`src/rtl/mem_access_unit.sv`:
```
// MEM-stage data-memory access controller: runs one req/ack transaction per
// load/store, formats store lanes, extends load data, flags address errors.
module mem_access_unit (
    input  logic        clk,
    input  logic        reset,
    input  logic        in_valid,
    input  logic        mem_read,
    input  logic        mem_write,
    input  logic [1:0]  mem_size,
    input  logic        mem_unsigned,
    input  logic [31:0] addr,
    input  logic [31:0] wdata,
    input  logic        flush,
    output logic        stall_req,
    output logic        done,
    output logic [31:0] rdata,
    output logic        adel,
    output logic        ades,
    output logic [31:0] badvaddr,
    output logic        dm_req,
    output logic        dm_we,
    output logic [31:0] dm_addr,
    output logic [3:0]  dm_be,
    output logic [31:0] dm_wdata,
    input  logic        dm_ack,
    input  logic [31:0] dm_rdata
);

    typedef enum logic [1:0] {IDLE, WAIT, DONE} state_t;

    state_t      state, state_next;
    logic        killed;
    logic        read_q;
    logic        uns_q;
    logic [1:0]  size_q;
    logic [1:0]  off_q;

    logic        is_store;
    logic        misaligned;
    logic        access;
    logic [3:0]  be_fmt;
    logic [31:0] wdata_fmt;
    logic [31:0] shifted;
    logic [31:0] load_ext;

    // Access decode, address-error detection and pipeline stall
    always_comb begin
        is_store   = mem_write & ~mem_read;
        misaligned = ((mem_size == 2'b01) & addr[0]) |
                     (mem_size[1] & (addr[1:0] != 2'b00));
        access     = in_valid & (mem_read | mem_write) & ~misaligned & ~flush;
        adel       = ~reset & (state == IDLE) & in_valid & mem_read & misaligned & ~flush;
        ades       = ~reset & (state == IDLE) & in_valid & is_store & misaligned & ~flush;
        badvaddr   = (adel | ades) ? addr : '0;
        stall_req  = ~reset & (((state == IDLE) & access) | (state == WAIT));
        done       = ~reset & (state == DONE);
    end

    // Store lane formatting; loads always fetch the full word
    always_comb begin
        be_fmt    = 4'b1111;
        wdata_fmt = wdata;
        if (is_store) begin
            case (mem_size)
                2'b00: begin
                    be_fmt    = 4'b0001 << addr[1:0];
                    wdata_fmt = {4{wdata[7:0]}};
                end
                2'b01: begin
                    be_fmt    = addr[1] ? 4'b1100 : 4'b0011;
                    wdata_fmt = {2{wdata[15:0]}};
                end
                default: begin
                    be_fmt    = 4'b1111;
                    wdata_fmt = wdata;
                end
            endcase
        end
    end

    // Load lane selection and sign/zero extension from the latched size/offset
    always_comb begin
        shifted = dm_rdata >> {off_q, 3'b000};
        case (size_q)
            2'b00:   load_ext = {{24{~uns_q & shifted[7]}}, shifted[7:0]};
            2'b01:   load_ext = {{16{~uns_q & shifted[15]}}, shifted[15:0]};
            default: load_ext = dm_rdata;
        endcase
    end

    // FSM state register
    always_ff @(posedge clk) begin
        if (reset) state <= IDLE;
        else       state <= state_next;
    end

    // FSM next state; a flush coinciding with ack still kills the access
    always_comb begin
        state_next = state;
        case (state)
            IDLE: if (access) state_next = WAIT;
            WAIT: if (dm_ack) state_next = (killed | flush) ? IDLE : DONE;
            DONE: state_next = IDLE;
            default: state_next = IDLE;
        endcase
    end

    // Bus request registers, transaction context and load result capture
    always_ff @(posedge clk) begin
        if (reset) begin
            dm_req   <= 1'b0;
            dm_we    <= 1'b0;
            dm_addr  <= '0;
            dm_be    <= '0;
            dm_wdata <= '0;
            killed   <= 1'b0;
            read_q   <= 1'b0;
            uns_q    <= 1'b0;
            size_q   <= '0;
            off_q    <= '0;
            rdata    <= '0;
        end else begin
            case (state)
                IDLE: begin
                    if (access) begin
                        dm_req   <= 1'b1;
                        dm_we    <= is_store;
                        dm_addr  <= {addr[31:2], 2'b00};
                        dm_be    <= be_fmt;
                        dm_wdata <= wdata_fmt;
                        killed   <= 1'b0;
                        read_q   <= mem_read;
                        uns_q    <= mem_unsigned;
                        size_q   <= mem_size;
                        off_q    <= addr[1:0];
                    end
                end
                WAIT: begin
                    if (flush) killed <= 1'b1;
                    if (dm_ack) begin
                        dm_req <= 1'b0;
                        if (~(killed | flush) & read_q) rdata <= load_ext;
                    end
                end
                default: ;
            endcase
        end
    end

endmodule

```
`config.mk`:
```
export PLATFORM = sky130hd
export DESIGN_NAME = mem_access_unit
export DESIGN_NICKNAME = d
export VERILOG_FILES = /design/src/rtl/mem_access_unit.sv
export SDC_FILE = /design/constraint.sdc
export NUM_CORES = 1
export LEC_CHECK = 0
export ABC_AREA = 1
export CORE_MARGIN = 8
export CORE_UTILIZATION = 39
export DETAILED_ROUTE_END_ITERATION = 8
export HOLD_SLACK_MARGIN = 0.02
export MAX_ROUTING_LAYER = met4
export PLACE_DENSITY_LB_ADDON = 0.25
export SLEW_MARGIN = 30
export SYNTH_ARGS = -nofsm -noshare
export SYNTH_HDL_FRONTEND = slang
export SYNTH_SLANG_ARGS = --single-unit
```
`constraint.sdc`:
```
create_clock -name clk -period 1.6 [get_ports clk]
set_input_delay 0.32 -clock clk [delete_from_list [all_inputs] [get_ports clk]]
set_output_delay 0.32 -clock clk [all_outputs]
set_load 0.01 [all_outputs]
```
==> results_tabular.tex, run 1 <==
\begin{tabular}{lr}
\hline
Metric & Value \\
\hline
\multicolumn{2}{l}{\textbf{Status}} \\
\quad Run status & finished with violations \\
\quad Failing checks & negative setup slack \\
\multicolumn{2}{l}{\textbf{Routing}} \\
\quad DR vias & about 6500 \\
\quad Routed WL per cell & 16.04 um \\
\quad Post-route DRC & 0 \\
\quad Mean number of vias per cell & 4.979 \\
\quad DRT iter0 DRCs & 440 \\
\quad Antenna-violating nets left & 0 \\
\quad Total routed wirelength & 20850 um \\
\quad First-pass iteration count of the detailed router & 5 \\
\multicolumn{2}{l}{\textbf{Synthesis}} \\
\quad Synth Area in Compound Gates & between 20\% and 30\% \\
\quad Post-synthesis simple-gate area fraction & 27.93\% \\
\quad Avg Cell Area, Syn & 6.756 um\^{}2 \\
\quad Top cells by area, synth & sky130\_fd\_sc\_hd\_\_dfxtp\_1 (39\%), sky130\_fd\_sc\_hd\_\_nand2\_1 (15\%), sky130\_fd\_sc\_hd\_\_a21oi\_1 (11\%) \\
\quad Most used standard cells in the synthesized netlist & sky130\_fd\_sc\_hd\_\_nand2\_1 (227), sky130\_fd\_sc\_hd\_\_a21oi\_1 (127), sky130\_fd\_sc\_hd\_\_dfxtp\_1 (109) \\
\quad Distinct cell type count after synthesis & 31 \\
\quad Most used DFF post-synth & sky130\_fd\_sc\_hd\_\_dfxtp\_1 \\
\quad Number of synthesized register bits & 109 \\
\quad Post-synthesis instance total & 829 \\
\quad Sequential area share after synthesis & 38.96\% \\
\quad Dominant combinational cell family by area after synthesis & simple AND/OR/NAND/NOR gates \\
\quad Synth Area in Adders & 0\% \\
\quad Post-synth top area cell & sky130\_fd\_sc\_hd\_\_dfxtp\_1 \\
\quad Async set-or-reset flop fraction in the synthesized netlist & 0\% \\
\quad Share of the synthesized area in the top cell type & between 30\% and 40\% \\
\quad Portion of netlist area occupied by mux cells & 0\% \\
\quad EDFF count, synth & 0 \\
\quad Top-count cell post-synth & sky130\_fd\_sc\_hd\_\_nand2\_1 \\
\quad Xor-xnor portion of the synthesized cell area & 0\% \\
\quad Netlist area before placement & 0.005600 mm\^{}2 \\
\quad Yosys warns & 0 \\
\multicolumn{2}{l}{\textbf{STA}} \\
\quad Final slew viol count & 0 \\
\quad Number of endpoints with negative hold slack in the final report & 0 \\
\quad Min Clock Period, post-route & 2.161 ns \\
\quad Setup Skew & 0.005395 ns \\
\quad Worst hold slack across all endpoints & 0.4436 ns \\
\quad Tcrit/Tclk final & 135.1\% \\
\quad Post-route setup TNS & -18.15 ns \\
\quad Final Worst Setup Slack & -0.5611 ns \\
\quad Max Fclk & around 460 MHz \\
\quad Final number of setup-violating endpoints & 35 \\
\quad Setup repair after global routing missed its margin & true \\
\multicolumn{2}{l}{\textbf{Final layout}} \\
\quad Register area & 0.002187 mm\^{}2 \\
\quad Final core occ & 67.69\% \\
\quad Number of nets in the layout & 1221 \\
\quad Area grow syn2layout & 68.43\% \\
\quad Multi-input logic area & 0.002939 mm\^{}2 \\
\quad Filler cells & approximately 1200 \\
\quad Number of antenna repair diodes & 0 \\
\quad Share of cells above drive strength 1 & 18.48\% \\
\quad Final instance area & 0.009433 mm\^{}2 \\
\multicolumn{2}{l}{\textbf{Worst hold path}} \\
\quad Min-Delay Endpoint & off\_q[1]\$\_SDFFE\_PP0P\_ \\
\quad Worst Hold Depth & 4 \\
\quad Start point of the worst hold path & addr[1] \\
\quad Class of the tightest hold or removal check & input port to flip-flop \\
\multicolumn{2}{l}{\textbf{Job}} \\
\quad Max-cap violations & 0 \\
\multicolumn{2}{l}{\textbf{Critical path}} \\
\quad Largest fanout on the critical path & 8 \\
\quad Worst reg2reg startpoint & state[0]\$\_SDFFE\_PP0P\_ \\
\quad Data arrival at the endpoint of the critical path & 1.84 ns \\
\quad Critical path class & flip-flop to primary output \\
\quad Terminus of the critical flop-to-flop path & off\_q[1]\$\_SDFFE\_PP0P\_ \\
\quad WP data required & 1.28 ns \\
\quad Worst Reg2Reg Path Length in Cells & 8 \\
\quad Critical path capture point type & primary output \\
\quad Register-to-Register Setup Slack & 0.09 ns \\
\quad Category of the worst setup path launch point & flip-flop \\
\multicolumn{2}{l}{\textbf{Die}} \\
\quad Area of the core & 0.01393 mm\^{}2 \\
\quad DIE WIDTH & 135.8 um \\
\quad Effective utilization at floorplan & about 40\% \\
\quad FP Rows & 43 \\
\quad Die outline area & 0.01845 mm\^{}2 \\
\quad Chip height & 135.8 um \\
\quad Number of top-level pins & 244 \\
\multicolumn{2}{l}{\textbf{Pwr}} \\
\quad Worst voltage drop across the vdd grid & 0.0006370 V \\
\quad Internal portion of total power & 5.065 mW \\
\quad Power dissipated by switching net loads & approximately 1.8 mW \\
\quad Combinational cell fraction of total power & between 20\% and 30\% \\
\quad Fraction of power consumed by sequential logic & 41.7\% \\
\quad Share of total power consumed by net switching & 25.74\% \\
\quad Clock share of power & about two fifths \\
\quad Static Leakage & 4.924 nW \\
\quad Pwr dens & 723.1 mW/mm\^{}2 \\
\multicolumn{2}{l}{\textbf{CTS}} \\
\quad Total number of clock tree sinks & 109 \\
\quad Largest buffer count on any clock path & 2 \\
\quad Clock buffers created by TritonCTS & 9 \\
\quad Buffer cell driving the clock tree root & sky130\_fd\_sc\_hd\_\_clkbuf\_16 \\
\quad Depth of the CTS H-tree & 3 \\
\quad Number of hold buffers added after CTS & 0 \\
\quad Clock-pin slew on the worst setup and hold paths & 0.07 ns \\
\quad Clock latency at the later pin of the worst-skew pair & 0.35 ns \\
\quad Clock tree from TritonCTS & yes \\
\multicolumn{2}{l}{\textbf{Place}} \\
\quad HPWL Detailed & 14940 um \\
\quad Placed inst area & 0.008658 mm\^{}2 \\
\quad Worst slack at placement & -1.076 ns \\
\quad Last weighted congestion value of the routability-driven placer & $\sim$0.9 \\
\quad Buffers on Ports & 241 \\
\multicolumn{2}{l}{\textbf{GRT}} \\
\quad Maximum number of pins on one net before global-route repair & 50 \\
\quad Total overflow reported by the global router & 0 \\
\quad Number of antenna violations at the first check in global routing & 0 \\
\quad Total GRT Usage & 22.07\% \\
\quad Global-route wire length before repair & 31500 um \\
\quad Vias in the first global route & around 6000 \\
\hline
\end{tabular}
[power by group through the flow]
| stage | clock [mW] | combinational, mW | sequential (mW) |
|---|---|---|---|
| finish | 2.61 | 1.37 | 2.84 |
| global route | 2.75 | 1.48 | 2.85 |
| CTS | 2.65 | 1.34 | 2.84 |
| detailed placement | 0 | 1.31 | 2.91 |
| global placement | 0 | 1.30 | 2.90 |
| floorplan | 0 | 0.543 | 2.94 |
[stage by stage]
stage	power, mW	instances
6_report	6.821	1300
5_1_grt	7.090	1300
4_1_cts	6.829	1295
3_5_place_dp	4.212	1272
3_3_place_gp	4.204	1272
2_1_floorplan	3.481	830
[routing by layer]
| metal | track usage [%] | vias up | wire [um] | share of wire (%) |
|---|---|---|---|---|
| met2 | 35.23 | 227 | 10110 | 48 |
| li1 | - | 3255 | - | - |
| met3 | 8.044 | 30 | 1888 | 9.1 |
| met1 | 25.30 | 2961 | 8423 | 40 |
| met4 | 6.909 | 0 | 433 | 2.1 |
| met5 | - | - | 0 | 0 |
[flip-flops by register name (all words and copies together) (netlist names), 2 cells and up]
register / count
dm_wdata: 32
dm_be: 4
state: 2
dm_addr: 30
rdata: 32
off_q: 2
size_q: 2
[layout make-up]
cell class                      instances  share of cell area (%)
Clock buffer                           11                   2.573
Clock inverter                          5                   1.127
Inverter                               86                   3.555
Multi-Input combinational cell        579                   31.16
Sequential cell                       109                   23.19
Tap cell                              180                   2.388
Timing Repair Buffer                  330                   36.01
[timing repair]
action                     CTS  global route
pin swaps                    9            11
setup endpoints to repair  117           176
cloned                       4             1
buffers inserted             4             6
resized for setup          200            95
[critical path: stages (launching register included)]
cell,delay [ns]
sky130_fd_sc_hd__dfxtp_2,0.34
sky130_fd_sc_hd__nor2_4,0.12
sky130_fd_sc_hd__inv_2,0.06
sky130_fd_sc_hd__nor3_4,0.15
sky130_fd_sc_hd__nand3_2,0.10
sky130_fd_sc_hd__or2_4,0.32
sky130_fd_sc_hd__buf_16,0.19
sky130_fd_sc_hd__nor2_2,0.08
sky130_fd_sc_hd__buf_2,0.13
[worst max path at each step]
| stage | start | depth (start not counted) | to | slack [ns] |
|---|---|---|---|---|
| 5_1_grt | state[0]$_SDFFE_PP0P_ | 8 | badvaddr[16] | -0.67 |
| 2_1_floorplan | reset | 7 | badvaddr[10] | -0.04 |
| 4_1_cts | state[1]$_SDFFE_PP0P_ | 9 | badvaddr[8] | -0.70 |
| 6_report | state[0]$_SDFFE_PP0P_ | 8 | badvaddr[16] | -0.56 |
| 3_5_place_dp | flush | 9 | badvaddr[31] | -1.08 |
| 3_3_place_gp | flush | 9 | badvaddr[11] | -1.06 |
[cell families after synthesis]
logic type | count (synthesis)
AO/OA/AOI/OAI | 229
buffers and inverters | 142
flip-flops | 109
other | 1
AND/OR/NAND/NOR | 348
[cells in the final DEF, fill, tap and decap left out, types with 2 or more instances in the layout]
| master | instances |
|---|---|
| sky130_fd_sc_hd__o21ai_0 | 27 |
| sky130_fd_sc_hd__buf_4 | 66 |
| sky130_fd_sc_hd__a21oi_2 | 4 |
| sky130_fd_sc_hd__nor2_4 | 30 |
| sky130_fd_sc_hd__clkdlybuf4s50_1 | 139 |
| sky130_fd_sc_hd__buf_8 | 2 |
| sky130_fd_sc_hd__buf_12 | 10 |
| sky130_fd_sc_hd__buf_2 | 12 |
| sky130_fd_sc_hd__nor2_1 | 16 |
| sky130_fd_sc_hd__dlygate4sd2_1 | 20 |
| sky130_fd_sc_hd__o21a_1 | 16 |
| sky130_fd_sc_hd__inv_2 | 5 |
| sky130_fd_sc_hd__conb_1 | 2 |
| sky130_fd_sc_hd__o21ai_1 | 45 |
| sky130_fd_sc_hd__nand3_1 | 53 |
| sky130_fd_sc_hd__a22oi_1 | 6 |
| sky130_fd_sc_hd__nand2_1 | 222 |
| sky130_fd_sc_hd__bufinv_16 | 3 |
| sky130_fd_sc_hd__dfxtp_1 | 105 |
| sky130_fd_sc_hd__inv_1 | 80 |
| sky130_fd_sc_hd__o211ai_1 | 6 |
| sky130_fd_sc_hd__nor2_2 | 10 |
| sky130_fd_sc_hd__buf_16 | 5 |
| sky130_fd_sc_hd__clkbuf_16 | 9 |
| sky130_fd_sc_hd__nand2_2 | 6 |
| sky130_fd_sc_hd__nor3_1 | 2 |
| sky130_fd_sc_hd__a21oi_1 | 124 |
| sky130_fd_sc_hd__nand3_2 | 3 |
| sky130_fd_sc_hd__dfxtp_2 | 4 |
| sky130_fd_sc_hd__buf_6 | 29 |
| sky130_fd_sc_hd__dlymetal6s2s_1 | 46 |
Power figures use the tool's default switching activity.
==> run 2, diff against run 1 <==
Settings changed: CORE_UTILIZATION 39 to 40, CTS_BUF_LIST set to sky130_fd_sc_hd__clkbuf_8.
==> results_tabular.tex, run 2 (same netlist as run 1, synthesis figures left out) <==
\begin{tabular}{lr}
\hline
Metric & Value \\
\hline
\multicolumn{2}{l}{\textbf{Status}} \\
\quad Run status & finished with violations \\
\quad Failing checks & negative setup slack \\
\multicolumn{2}{l}{\textbf{STA}} \\
\quad Max Fclk & 450.9 MHz (-2.5\%) \\
\quad Setup repair after global routing missed its margin & true \\
\quad Setup Skew & 0.006392 ns (+0.0009969 ns) \\
\quad Final slew viol count & 0 (unchanged) \\
\quad Final Worst Setup Slack & -0.6176 ns (-0.05652 ns) \\
\quad Final number of setup-violating endpoints & 66 (+89\%) \\
\quad Tcrit/Tclk final & 138.6\% (+3.5 points) \\
\quad Min Clock Period, post-route & 2.218 ns (+0.05652 ns) \\
\quad Number of endpoints with negative hold slack in the final report & 0 (unchanged) \\
\multicolumn{2}{l}{\textbf{Critical path}} \\
\quad Largest fanout on the critical path & 8 (unchanged) \\
\quad Worst reg2reg startpoint & state[0]\$\_SDFFE\_PP0P\_ \\
\quad Critical path capture point type & primary output \\
\quad Terminus of the critical flop-to-flop path & rdata[22]\$\_SDFFE\_PP0P\_ \\
\quad Maximum cell stage delay along the critical path & 0.37 ns (+0.03 ns) \\
\quad Critical path's slowest cell & sky130\_fd\_sc\_hd\_\_dfxtp\_4 \\
\quad Category of the worst setup path launch point & flip-flop \\
\quad Worst Reg2Reg Path Length in Cells & 12 (+4) \\
\quad Critical path class & flip-flop to primary output \\
\quad Crit path from & state[1]\$\_SDFFE\_PP0P\_ \\
\quad Cell with the most instances on the worst path & sky130\_fd\_sc\_hd\_\_nor2\_4 \\
\quad Register-to-Register Setup Slack & -0.09 ns (-0.18 ns) \\
\quad Cell chain of the critical path & nor2\_4 > inv\_2 > nor3\_2 > nand3\_1 > or2\_4 > buf\_12 > nor2\_4 > buf\_6 \\
\quad WP data required & 1.28 ns (about the same) \\
\quad Data arrival at the endpoint of the critical path & 1.90 ns (+0.06 ns) \\
\multicolumn{2}{l}{\textbf{Final layout}} \\
\quad Number of nets in the layout & 1239 (+1.5\%) \\
\quad Leading registers by flop count & dm\_wdata: 32 flops, rdata: 32 flops, dm\_addr: 30 flops \\
\quad Final core occ & 69.04\% (+1.3 points) \\
\quad Most common cell after layout, fill and taps aside & sky130\_fd\_sc\_hd\_\_nand2\_1 \\
\quad Area grow syn2layout & 69.79\% \\
\quad Most used cells in the layout excluding fill and tap cells & sky130\_fd\_sc\_hd\_\_nand2\_1 (220), sky130\_fd\_sc\_hd\_\_a21oi\_1 (118), sky130\_fd\_sc\_hd\_\_dfxtp\_1 (107) \\
\quad Register area & 0.002190 mm\^{}2 (+0.11\%) \\
\quad Share of cells above drive strength 1 & 21.88\% (+3.4 points) \\
\quad Multi-input logic area & 0.003053 mm\^{}2 (+3.9\%) \\
\quad Filler cells & 1178 (-2.8\%) \\
\multicolumn{2}{l}{\textbf{CTS}} \\
\quad Number of hold buffers added after CTS & 0 (unchanged) \\
\quad Total number of clock tree sinks & 109 (unchanged) \\
\quad Clock buffers created by TritonCTS & 9 (unchanged) \\
\quad Clock latency at the later pin of the worst-skew pair & 0.38 ns (+0.03 ns) \\
\quad Depth of the CTS H-tree & 3 (unchanged) \\
\quad Buffer cell driving the clock tree root & sky130\_fd\_sc\_hd\_\_clkbuf\_8 \\
\quad Largest buffer count on any clock path & 2 (unchanged) \\
\quad Clock tree from TritonCTS & yes \\
\quad Clock-pin slew on the worst setup and hold paths & 0.10 ns (+0.03 ns) \\
\multicolumn{2}{l}{\textbf{GRT}} \\
\quad Number of antenna violations at the first check in global routing & 0 (unchanged) \\
\quad Total GRT Usage & 23.32\% (+1.2 points) \\
\quad Met3 usage & 6.320\% (-1.7 points) \\
\quad Busiest layer in global routing & met2 \\
\quad Vias in the first global route & 6312 (+5.6\%) \\
\quad Global-route wire length before repair & 32530 um (+3.3\%) \\
\quad Maximum number of pins on one net before global-route repair & 72 (+44\%) \\
\quad Total overflow reported by the global router & 0 (unchanged) \\
\quad Met2 Track Usage GR & 37.26\% (+2.0 points) \\
\quad Met1 capacity usage during global routing & 26.95\% (+1.6 points) \\
\multicolumn{2}{l}{\textbf{Pwr}} \\
\quad Total Power & 6.305 mW (-7.6\%) \\
\quad Worst voltage drop across the vdd grid & 0.0004129 V (-35\%) \\
\quad Static Leakage & 4.710 nW (-4.3\%) \\
\quad Pwr dens & 663.0 mW/mm\^{}2 (-8.3\%) \\
\multicolumn{2}{l}{\textbf{Die}} \\
\quad Number of top-level pins & 244 (unchanged) \\
\quad Effective utilization at floorplan & 40.66\% (+0.47 points) \\
\quad FP Rows & 43 (unchanged) \\
\quad Die outline area & 0.01804 mm\^{}2 (-2.2\%) \\
\quad Chip height & 134.3 um (-1.1\%) \\
\quad Area of the core & 0.01377 mm\^{}2 (-1.2\%) \\
\quad DIE WIDTH & 134.3 um (-1.1\%) \\
\multicolumn{2}{l}{\textbf{Worst hold path}} \\
\quad Class of the tightest hold or removal check & input port to flip-flop \\
\quad Start point of the worst hold path & mem\_size[0] \\
\quad Min-Delay Endpoint & size\_q[0]\$\_SDFFE\_PP0P\_ \\
\quad Worst Hold Depth & 4 (unchanged) \\
\multicolumn{2}{l}{\textbf{Routing}} \\
\quad DR vias & 6669 (+3.0\%) \\
\quad First-pass iteration count of the detailed router & 7 (+2) \\
\quad Mean number of vias per cell & 5.056 (+1.5\%) \\
\quad Routed WL per cell & 16.77 um (+4.6\%) \\
\quad Post-route DRC & 0 (unchanged) \\
\quad Antenna-violating nets left & 0 (unchanged) \\
\quad Total routed wirelength & 22130 um (+6.1\%) \\
\quad DRT iter0 DRCs & 485 (+10\%) \\
\multicolumn{2}{l}{\textbf{Place}} \\
\quad HPWL Detailed & 14990 um (+0.37\%) \\
\quad Buffers on Ports & 241 (unchanged) \\
\quad Last weighted congestion value of the routability-driven placer & 0.8982 (-0.52\%) \\
\quad Worst slack at placement & -1.058 ns (+0.01758 ns) \\
\multicolumn{2}{l}{\textbf{Job}} \\
\quad Max-cap violations & 0 (unchanged) \\
\hline
\end{tabular}
-- run 2: timing repair --
| item | 4_1_cts | 5_1_grt |
|---|---|---|
| setup endpoints to repair | 202 | 131 |
| gates resized for setup | 301 | 91 |
| setup buffers | 17 | 5 |
| pin swaps | 14 | 20 |
| cloned | 4 | 4 |
-- run 2: how the worst max path moves through the flow --
stage          slack (ns)            to
2_1_floorplan       -0.04  badvaddr[10]
3_3_place_gp        -1.03  badvaddr[11]
3_5_place_dp        -1.06   badvaddr[6]
4_1_cts             -0.74  badvaddr[13]
5_1_grt             -0.75  badvaddr[29]
6_report            -0.62  badvaddr[10]
-- run 2: layout make-up --
type	instances	share of cell area [%]
clock inverter	6	1.171
inverter	86	3.526
multi-input combinational	579	32.11
sequential	109	23.03
timing repair buffer	348	36.33
antenna	1	0.02632
tap	180	2.368
clock buffer	10	1.447
-- run 2: power breakdown --
group          switching (mW)  internal (mW)  leakage, nW
Sequential             0.0447           2.79        0.885
Clock                   0.976           1.08        0.128
Combinational           0.715          0.690         3.70
-- run 2: per-stage QoR --
step / std cells / instance area [um^2] / setup TNS [ns] / hold WS [ns]
after detailed placement: 1277 / 8683 / -83.45 / 0.4552
after CTS: 1312 / 9062 / -21.18 / 0.4044
after floorplan: 830 / 5635 / -1.171 / 0.4404
after global placement: 1277 / 8683 / -80.35 / 0.4484
after global routing: 1318 / 9507 / -28.50 / 0.4263
final: 1319 / 9509 / -21.23 / 0.4265
-- run 2: layer usage --
metal  vias to the layer above  routed length, um
li1                       3282                  -
met1                      3068               8869
met2                       266              10530
met3                        53               1850
met4                         0                879
met5                         -                  0
-- run 2: worst max-delay path, delay by kind of cell, from the launching register on --
| kind | cells | cell delay, ns |
|---|---|---|
| flops | 1 | 0.37 |
| simple gates | 5 | 0.79 |
| buf+inv | 3 | 0.35 |
==> edit 1, RTL diff (config.mk and constraints of run 1) <==
Make the reset (`reset`) asynchronous in 2 clocked blocks.
--- a/src/rtl/mem_access_unit.sv
+++ b/src/rtl/mem_access_unit.sv
@@ -89,7 +89,7 @@
     end
 
     // FSM state register
-    always_ff @(posedge clk) begin
+    always_ff @(posedge clk or posedge reset) begin
         if (reset) state <= IDLE;
         else       state <= state_next;
     end
@@ -106,7 +106,7 @@
     end
 
     // Bus request registers, transaction context and load result capture
-    always_ff @(posedge clk) begin
+    always_ff @(posedge clk or posedge reset) begin
         if (reset) begin
             dm_req   <= 1'b0;
             dm_we    <= 1'b0;
Function: differs if reset is asserted again (counterexample within 4 cycles, from zero or initial values and one cycle with reset high); with reset held inactive, the same outputs for 4 cycles.
==> edit 1 against run 1 <==
Setup slack better by 0.0056 ns. Sequential cell count unchanged. Final area up 1.1%. Global-route usage up 0.42 points. Wire length down 3.1%. Synthesized cell count down 13%. Area after synthesis down 2.1%. The run still ends with setup timing left.
Power is not compared: it rests on default switching activity, and its combinational part moved more than twofold at a synthesized area within 25%.
==> edit 1: results (changes against run 1) <==
finalHoldWorstSlack_ns: 0.419  # was 0.444 ns
violations: "setup timing"  # unchanged
synth.area.top_cells: "sky130_fd_sc_hd__dfrtp_1, sky130_fd_sc_hd__nand2_1, sky130_fd_sc_hd__o21ai_0"  # was sky130_fd_sc_hd__dfxtp_1, sky130_fd_sc_hd__nand2_1, sky130_fd_sc_hd__a21oi_1
cpPeakStageDelay_ns: 0.42  # was 0.34 ns
ff2ff_path_depth: 10  # was 8
post_drt_via_cell_ratio: 4.91  # was 4.98
met2_length_microns: 9580  # was 10,100 microns
synth_compound_gate_area_share_pct: 15.7  # was 21.8%
detailedPlacementHpwl_microns: 14800  # was 14,900 microns
status: "complete, but fails checks"  # unchanged
timing.critical_path.fanout_max: 6  # was 8
maximum_number_of_pins_on_one_net_before_global_route_repair: 71  # was 50
postLayoutSetupSlackWorst_ns: -0.555  # was -0.561 ns
hold_path_startpoint: "flush"  # was addr[1]
finClkSkew_ns: 0.00654  # was 0.00540 ns
fillCellCount: 1133  # was 1,212
yosys.cell_types.count: 26  # was 31
r2r_slack_ns: -0.10  # was 0.09 ns
setup-violations-final: 67  # was 35
gr-usage-all-layers_pct: 22.5  # was 22.1%
finalSetupTns_ns: -16.74  # was -18.15 ns
drtIter0Drc: 419  # was 440
detail_route.wirelength.met1_microns: 8540  # was 8420 microns
synth.top_cells.by_count: "sky130_fd_sc_hd__nand2_1, sky130_fd_sc_hd__dfrtp_1, sky130_fd_sc_hd__inv_1"  # was sky130_fd_sc_hd__nand2_1, sky130_fd_sc_hd__a21oi_1, sky130_fd_sc_hd__dfxtp_1
worst_r2r_endpoint: "rdata[9]"  # was off_q[1]
routabilityCongestion: 0.875  # was 0.903
-- edit 1: report_power, final --
part	total (W)	switching, W	internal (W)
Combinational	0.00427	0.00209	0.00217
Clock	0.00225	0.00100	0.00125
Sequential	0.00404	0.000456	0.00358
-- edit 1: cell type report --
class	instances	area [sq um]	share of cell area, %
inverters	91	349	3.66
well taps	180	225	2.36
flip-flops and latches	109	2730	28.6
clock inverters	4	48.8	0.512
clock buffers	11	243	2.55
multi-input cells	481	2560	26.8
repair buffers	328	3380	35.5
-- edit 1: what timing repair did --
item | 4_1_cts | 5_1_grt
buffers inserted | 24 | 8
gates cloned | 5 | 2
hold endpoints to repair | 0 | 0
resized for setup | 246 | 81
endpoints found under the setup margin | 139 | 142
pin swaps | 14 | 20
-- edit 1: kinds of logic (layout without fill, tap and decap cells) --
logic type             after synthesis  in the layout
other                                1              2
and+or+nand+nor                    318            318
buffers and inverters              133            434
AOI/OAI and AO/OA                  161            161
DFF                                109            109
-- edit 1: worst register-to-register path, stage by stage (launching register included) --
cell and delay (ns):
sky130_fd_sc_hd__dfrtp_1 0.42, sky130_fd_sc_hd__buf_4 0.15, sky130_fd_sc_hd__buf_6 0.11, sky130_fd_sc_hd__nor2_4 0.09
sky130_fd_sc_hd__buf_6 0.11, sky130_fd_sc_hd__nand2_2 0.06, sky130_fd_sc_hd__nor2_4 0.19, sky130_fd_sc_hd__buf_12 0.14
sky130_fd_sc_hd__o21ai_0 0.08, sky130_fd_sc_hd__nor2_1 0.15, sky130_fd_sc_hd__a21oi_1 0.09
-- edit 1: how the worst max path moves through the flow --
stage	startpoint	end	cells past startpoint
global placement	flush	badvaddr[31]	9
detailed placement	flush	badvaddr[31]	9
CTS	state[0]	badvaddr[11]	7
global route	state[1]	badvaddr[6]	7
floorplan	reset	dm_addr[10]	1
finish	state[1]	badvaddr[3]	7
-- edit 1: stage by stage --
step	total power (W)	util, %	cell area [sq um]	std cells
3_3_place_gp	0.00848	63.6	8800	1172
5_1_grt	0.0112	69.0	9540	1204
6_report	0.0106	69.0	9540	1204
4_1_cts	0.0107	67.5	9330	1200
3_5_place_dp	0.00855	63.6	8800	1172
2_1_floorplan	0.00594	-	5770	723
-- edit 1: routing by layer --
metal,vias to the layer above,GRT usage [%]
met5,-,-
met4,0,6.80
met3,30,6.65
met2,223,35.1
met1,2786,27.7
li1,2878,-
==> edit 2, RTL diff (flow settings as in run 1) <==
Made on the original files. The 3 states of `state_t` get a one-hot encoding in 3 bits.
--- a/src/rtl/mem_access_unit.sv
+++ b/src/rtl/mem_access_unit.sv
@@ -26,7 +26,7 @@
     input  logic [31:0] dm_rdata
 );
 
-    typedef enum logic [1:0] {IDLE, WAIT, DONE} state_t;
+    typedef enum logic [2:0] {IDLE = 3'b001, WAIT = 3'b010, DONE = 3'b100} state_t;
 
     state_t      state, state_next;
     logic        killed;
Function: same outputs for any inputs over 4 cycles, from zero or initial values and one cycle with reset high; so few cycles prove little.
==> edit 2 against run 1 <==
The flow still finishes with violations (setup timing). Final area is 12% higher. Via count is 12% higher. Critical path type unchanged. Global-route usage is 2.0 points higher. Area after synthesis is 3.3% higher. Power is 2.2% lower. Wire length is 17% higher. Setup slack worse by 0.0051 ns. Clock power is 15% lower. Critical endpoint is now badvaddr[11]. Non-clock buffer count is 44 higher. Combinational power is 15% higher. Sequential cell count is 1 higher. Fmax is 0.24% lower.
==> edit 2: results (changes against run 1) <==
ff_latch_area_sq_um: 2210  # was 2190 sq um
proportion_of_final_cell_area_spent_on_non_clock_buffers_pct: 38.2  # was 36.0%
grt_antenna_before_repair: 3  # was 0
drt-total-wl_microns: 24300  # was 20,900 microns
post_synth_inst_count: 928  # was 829
r2r_slack_ns: -0.06  # was 0.09 ns
start_point_of_the_critical_path: "state[2]"  # was state[0]
hold_path_startpoint: "flush"  # was addr[1]
ir_worst_vdd_mv: 0.651  # was 0.637 mV
setup-violations-final: 46  # was 35
drtIter0Drc: 480  # was 440
finalHoldWorstSlack_ns: 0.394  # was 0.444 ns
grtUsageMet2_pct: 38.6  # was 35.2%
detailroute.via_count: 7227  # was 6,473
postLayoutSetupSlackWorst_ns: -0.566  # was -0.561 ns
via_count_of_the_first_global_routing_pass: 6785  # was 5,979
synth.area.top_cells: "sky130_fd_sc_hd__dfxtp_1, sky130_fd_sc_hd__nand2_1, sky130_fd_sc_hd__a21oi_1"  # unchanged
routabilityCongestion: 0.909  # was 0.903
min_delay_worst_endpoint: "killed"  # was off_q[1]
grt_pass1_wl_microns: 34600  # was 31,500 microns
post_drt_wl_per_cell_microns: 16.8  # was 16.0 microns
fillCellCount: 1131  # was 1,212
drive_above_1_share_pct: 24.0  # was 18.5%
synth.top_cells.by_count: "sky130_fd_sc_hd__nand2_1, sky130_fd_sc_hd__inv_1, sky130_fd_sc_hd__a21oi_1"  # was sky130_fd_sc_hd__nand2_1, sky130_fd_sc_hd__a21oi_1, sky130_fd_sc_hd__dfxtp_1
violations: "setup timing"  # unchanged
synth_compound_gate_area_share_pct: 16.3  # was 21.8%
clockBufferCount: 14  # was 11
status: "complete, but fails checks"  # unchanged
endpoint: "badvaddr[11]"  # was badvaddr[16]
==> edit 2: changes by cell type in the layout (fill, tap and decap cells not counted), moves of 19 or more <==
cell                             delta
sky130_fd_sc_hd__o21ai_0           +41
sky130_fd_sc_hd__nand2_1           +36
sky130_fd_sc_hd__buf_4             +25
sky130_fd_sc_hd__dlymetal6s2s_1    +19
sky130_fd_sc_hd__o21ai_1           -42
sky130_fd_sc_hd__inv_1             +40
==> edit 2: what timing repair did <==
item | 4_1_cts | 5_1_grt
gates cloned | 13 | 6
setup endpoints to repair | 120 | 196
resized for setup | 211 | 200
pin swaps | 8 | 31
setup buffers | 8 | 14
==> edit 2: metrics by stage <==
step | setup WS (ns) | setup TNS (ns) | instance area (sq um)
detailed placement | -1.17 | -80.16 | 8980
global placement | -1.10 | -76.33 | 8980
finish | -0.566 | -17.92 | 10600
CTS | -0.600 | -28.23 | 9730
floorplan | -0.00273 | -0.0731 | 5860
global route | -0.641 | -22.41 | 10600
